[src/rtl/sw_input_conditioner.sv]
// Switch input stage: synchronizes and debounces two raw switches, generates the
// slow demo clock and presents a stable sampled pair once per slow period.
module sw_input_conditioner #(
  parameter int TICK_COUNT      = 20000000,
  parameter int DEBOUNCE_CYCLES = 200000,
  parameter int SYNC_STAGES     = 2
) (
  input  logic clk,
  input  logic rst_n,
  input  logic sw_w_raw,
  input  logic sw_x_raw,
  output logic w_db,
  output logic x_db,
  output logic w_edge,
  output logic x_edge,
  output logic tick,
  output logic clk_slow,
  output logic w_smp,
  output logic x_smp,
  output logic smp_valid
);

  localparam logic [31:0] DB_LAST   = 32'(DEBOUNCE_CYCLES - 1);
  localparam logic [31:0] TICK_LAST = 32'(TICK_COUNT - 1);

  typedef enum logic {
    PH_LOW  = 1'b0,
    PH_HIGH = 1'b1
  } phase_t;

  logic [SYNC_STAGES-1:0] sync_w_p0;
  logic [SYNC_STAGES-1:0] sync_x_p0;
  logic [1:0]             raw_s;
  logic [1:0]             db_q;
  logic [1:0]             edge_q;
  logic [31:0]            db_cnt [2];
  logic [31:0]            tick_cnt;
  phase_t                 phase_q;
  phase_t                 phase_d;
  logic                   capture;

  // Stage 0: synchronizer chains, only the last flop is used downstream
  always_ff @(posedge clk or negedge rst_n) begin
    if (!rst_n) begin
      sync_w_p0 <= '0;
      sync_x_p0 <= '0;
    end else begin
      sync_w_p0 <= {sync_w_p0[SYNC_STAGES-2:0], sw_w_raw};
      sync_x_p0 <= {sync_x_p0[SYNC_STAGES-2:0], sw_x_raw};
    end
  end

  assign raw_s = {sync_x_p0[SYNC_STAGES-1], sync_w_p0[SYNC_STAGES-1]};

  // Stage 1: per-channel debouncer; any return to the held level restarts the count
  for (genvar i = 0; i < 2; i++) begin : g_db
    always_ff @(posedge clk or negedge rst_n) begin
      if (!rst_n) begin
        db_cnt[i] <= '0;
        db_q[i]   <= 1'b0;
        edge_q[i] <= 1'b0;
      end else begin
        edge_q[i] <= 1'b0;
        if (raw_s[i] == db_q[i]) begin
          db_cnt[i] <= '0;
        end else if (db_cnt[i] == DB_LAST) begin
          db_q[i]   <= raw_s[i];
          edge_q[i] <= 1'b1;
          db_cnt[i] <= '0;
        end else begin
          db_cnt[i] <= db_cnt[i] + 32'd1;
        end
      end
    end
  end

  assign w_db   = db_q[0];
  assign x_db   = db_q[1];
  assign w_edge = edge_q[0];
  assign x_edge = edge_q[1];

  always_ff @(posedge clk or negedge rst_n) begin
    if (!rst_n) begin
      tick_cnt <= '0;
    end else if (tick) begin
      tick_cnt <= '0;
    end else begin
      tick_cnt <= tick_cnt + 32'd1;
    end
  end

  assign tick = (tick_cnt == TICK_LAST);

  // Stage 2: sampler; the phase register is the slow clock itself
  always_ff @(posedge clk or negedge rst_n) begin
    if (!rst_n) begin
      phase_q <= PH_LOW;
    end else begin
      phase_q <= phase_d;
    end
  end

  always_comb begin
    phase_d = phase_q;
    capture = 1'b0;
    case (phase_q)
      PH_LOW: begin
        if (tick) begin
          capture = 1'b1;
          phase_d = PH_HIGH;
        end
      end
      PH_HIGH: begin
        if (tick) phase_d = PH_LOW;
      end
      default: phase_d = PH_LOW;
    endcase
  end

  assign clk_slow = (phase_q == PH_HIGH);

  always_ff @(posedge clk or negedge rst_n) begin
    if (!rst_n) begin
      w_smp     <= 1'b0;
      x_smp     <= 1'b0;
      smp_valid <= 1'b0;
    end else begin
      smp_valid <= capture;
      if (capture) begin
        w_smp <= w_db;
        x_smp <= x_db;
      end
    end
  end

endmodule
[config.mk]
export PLATFORM = sky130hd
export DESIGN_NAME = sw_input_conditioner
export DESIGN_NICKNAME = d
export VERILOG_FILES = /design/src/rtl/sw_input_conditioner.sv
export SDC_FILE = /design/constraint.sdc
export NUM_CORES = 1
export LEC_CHECK = 0
export ABC_AREA = 1
export ABC_CLOCK_PERIOD_IN_PS = 4050
export BUFFER_PORTS_ARGS = -buffer_cell sky130_fd_sc_hd__buf_2
export CAP_MARGIN = 10
export CORE_MARGIN = 8
export CORE_UTILIZATION = 53
export DETAILED_ROUTE_END_ITERATION = 7
export GPL_ROUTABILITY_DRIVEN = 0
export PLACE_DENSITY = 0.74
export SYNTH_ARGS = -nofsm -noshare
export SYNTH_HDL_FRONTEND = slang
export SYNTH_SLANG_ARGS = --single-unit
[constraint.sdc]
create_clock -name clk -period 4.05 [get_ports clk]
set_clock_uncertainty 0.1 [all_clocks]
set_input_delay 0.2025 -clock clk [delete_from_list [all_inputs] [get_ports clk]]
set_output_delay 0.2025 -clock clk [all_outputs]
set_load 0.01 [all_outputs]
==> metrics <==
setup TNS=0 ps; TritonCTS sink count=between 100 and 150; antenna violations before repair=0; PD cells=between 200 and 300 nW/um^2; cell area after synthesis=roughly 6400 sq um; 1st-iter DRT viols=495; post-synthesis sequential area ratio=between 40% and 50%; worst r2r src=tick_cnt[0]; Total Routing Usage GR=around a fifth; layout cells sized above 1=8.80%; crit path launch type=flip-flop; final cell utilization of the core=58.6%; total power=approximately 0.0020 W; Async S/R FF share, synth=100%; Hold Path Class=input port to async pin; post-route ant nets=0; area of the multi-input gates=roughly 3300 sq um; Post-Syn Nets=around 900; register bit total from synthesis=108; setup violators final=0; Post-synth top flop=dfrtp_1; via count=about 5500; Initial Util=approximately 54%; die height=126 um; Critical Path End Type=output pin; I/O pin count=13; root buf cell=clkbuf_16; leakage power figure=roughly 3.2 nW; hold violation count in the final report=0; drt wl/cell=between 10 and 15 um; maximum clock insertion buffer count=2; largest cells by area after synthesis=dfrtp_1 43%, nand2_1 17%, nor2_1 13%, inv_1 5.6%, nand3_1 5.3%; cell row count=40; FF-to-FF setup slack=about 1900 ps; Worst VDD drop=around 380 uV; critical path's slowest cell=dfrtp_1; drt pass-1 iters=5; count of different cell masters after synthesis=27; Crit path arrival time=roughly 1900 ps; CP max FO=5; DRC=0; first-pass GRT wire length=between 20000 and 25000 um; FF-to-FF End=w_smp; pin count of the biggest net entering global routing=48; die extent in x=126 um; CTS tree=done; Post-Syn Area per Cell=between 6 and 7 sq um; delay-heaviest family, CP=simple AND/OR/NAND/NOR gates; FF/Latch Area=2700 sq um; area leader, netlist=dfrtp_1; relative slew slack=between 50 and 60%; fmax=approximately 460 MHz; final wirelength=approximately 14000 um; Slew @ Worst Pin=612 ps; Critical Path End=tick; vias in the first global route=approximately 5200; Critical Path Source=tick_cnt[0]; critical-path cell list=ha_1 -> nand3_1 -> inv_1 -> nand2_2 -> nor2_1 -> nand3_1 -> inv_1 -> buf_2; MaxCap Viol Count=0; Critical Path Stages=8; Final Net Count=around 950; most common cell in the netlist=nand2_1; Critical Path Max Stage Delay=between 300 and 400 ps; period utilization=54.0%; Ys Warns=0; die area=about 16000 sq um; crit path time final=around 2200 ps; Layout area overhead=9.45%; synthesized netlist cell count=slightly above 900; Reg clk slew, reported paths=about 80 ps; clk_lat worst skew=about 360 ps; status=complete, no violations; Setup CP Type=flip-flop to output pin; filler cell count=1121; port bufs=12; RSZ-0062 raised after global routing=no; core area=around 12000 sq um; commonest cells in the netlist=290 x nand2_1, 224 x nor2_1, 108 x dfrtp_1; Post-synth EDFFs=0; # diodes=0; area share of the largest cell type after synthesis=between 40% and 50%; R2R cell count=9; grt total ovfl=0; Buf/Inv on CP=3; Via density=5.05; H-tree Lvls=3; DP HPWL=approximately 11000 um; CP required=approximately 3800 ps; Num CTS Buffers=9; Slew Viols, Final=0
[logic make-up (layout without fill, tap and decap cells)]
family	after synthesis	in the layout	synth area share, %
and+or+nand+nor	636	636	42.8
DFF	108	108	42.5
buffers and inverters	102	133	6.06
xor gates and xnor gates	44	44	6.06
AOI/OAI and AO/OA	16	16	1.38
adders and majority gates	4	4	0.787
muxes	2	2	0.354
[what timing repair did]
item                                   CTS  global route
setup endpoints to repair                0             0
endpoints found under the hold margin   28             0
hold buffers                             3             0
buffers inserted                         0             0
resized for setup                        0             0
[report_power, final]
group          internal (W)  switching, W
clock network      0.000435      0.000440
registers           0.00108    0.00000779
logic             0.0000127     0.0000386
total               0.00153      0.000486
[worst register-to-register path: stages (launching register included)]
cell and delay [ps]:
dfrtp_1 370, ha_1 250, nand3_1 160, inv_1 90, nand2_2 90, nor2_1 140, nand3_1 160, inv_1 110
ha_1 200, mux2_2 340
[flip-flops by register name, indices dropped and copies added (netlist names)]
name / cells
x_smp: 1
smp_valid: 1
sync_x_p0: 2
clk_slow: 1
db_cnt: 64
sync_w_p0: 2
x_db: 1
w_smp: 1
tick_cnt: 32
w_edge: 1
w_db: 1
x_edge: 1
[worst min path at each step]
stage / start / to / cells after the start
2_1_floorplan: rst_n / clk_slow / 0
3_3_place_gp: rst_n / db_cnt[54] / 1
3_5_place_dp: rst_n / db_cnt[54] / 1
4_1_cts: rst_n / db_cnt[54] / 2
5_1_grt: rst_n / db_cnt[54] / 2
6_report: rst_n / tick_cnt[26] / 2
[per-layer routing]
layer  up-vias  track usage (%)  share of wire (%)
met3        25             4.93                4.6
met2       132             31.4                 46
met1      2515             24.1                 47
met4         0             6.59                1.8
li1       2832                -                  -
met5         -                0                  0
[cell type report]
type / instances / share of cell area, %
clock inverter: 7 / 1.03
inverter: 98 / 5.29
timing repair buffer: 19 / 1.76
sequential: 108 / 38.8
clock buffer: 9 / 3.24
tap: 147 / 2.64
multi-input combinational: 702 / 47.2
[cells in the final DEF (no fill, tap or decap), types with 5 or more instances in the layout]
| cell | count |
|---|---|
| nand4_1 | 6 |
| dfrtp_1 | 108 |
| inv_1 | 94 |
| a21oi_1 | 13 |
| buf_2 | 11 |
| xnor2_1 | 17 |
| nand2_1 | 290 |
| nor2_1 | 224 |
| nand2_2 | 9 |
| nor2_4 | 10 |
| buf_4 | 5 |
| clkbuf_16 | 9 |
| nor2_2 | 16 |
| xor2_1 | 25 |
| nand3_1 | 67 |
[per-stage QoR]
step | instances | hold WS [ps] | setup slack, ps | cell area, sq um
2_1_floorplan | 912 | -193 | 2050 | 6360
3_3_place_gp | 1071 | 36.1 | 1960 | 6630
3_5_place_dp | 1071 | 37.5 | 1920 | 6630
4_1_cts | 1090 | 190 | 1830 | 6960
5_1_grt | 1090 | 209 | 1620 | 6960
6_report | 1090 | 192 | 1860 | 6960
Power figures use the tool's default switching activity.
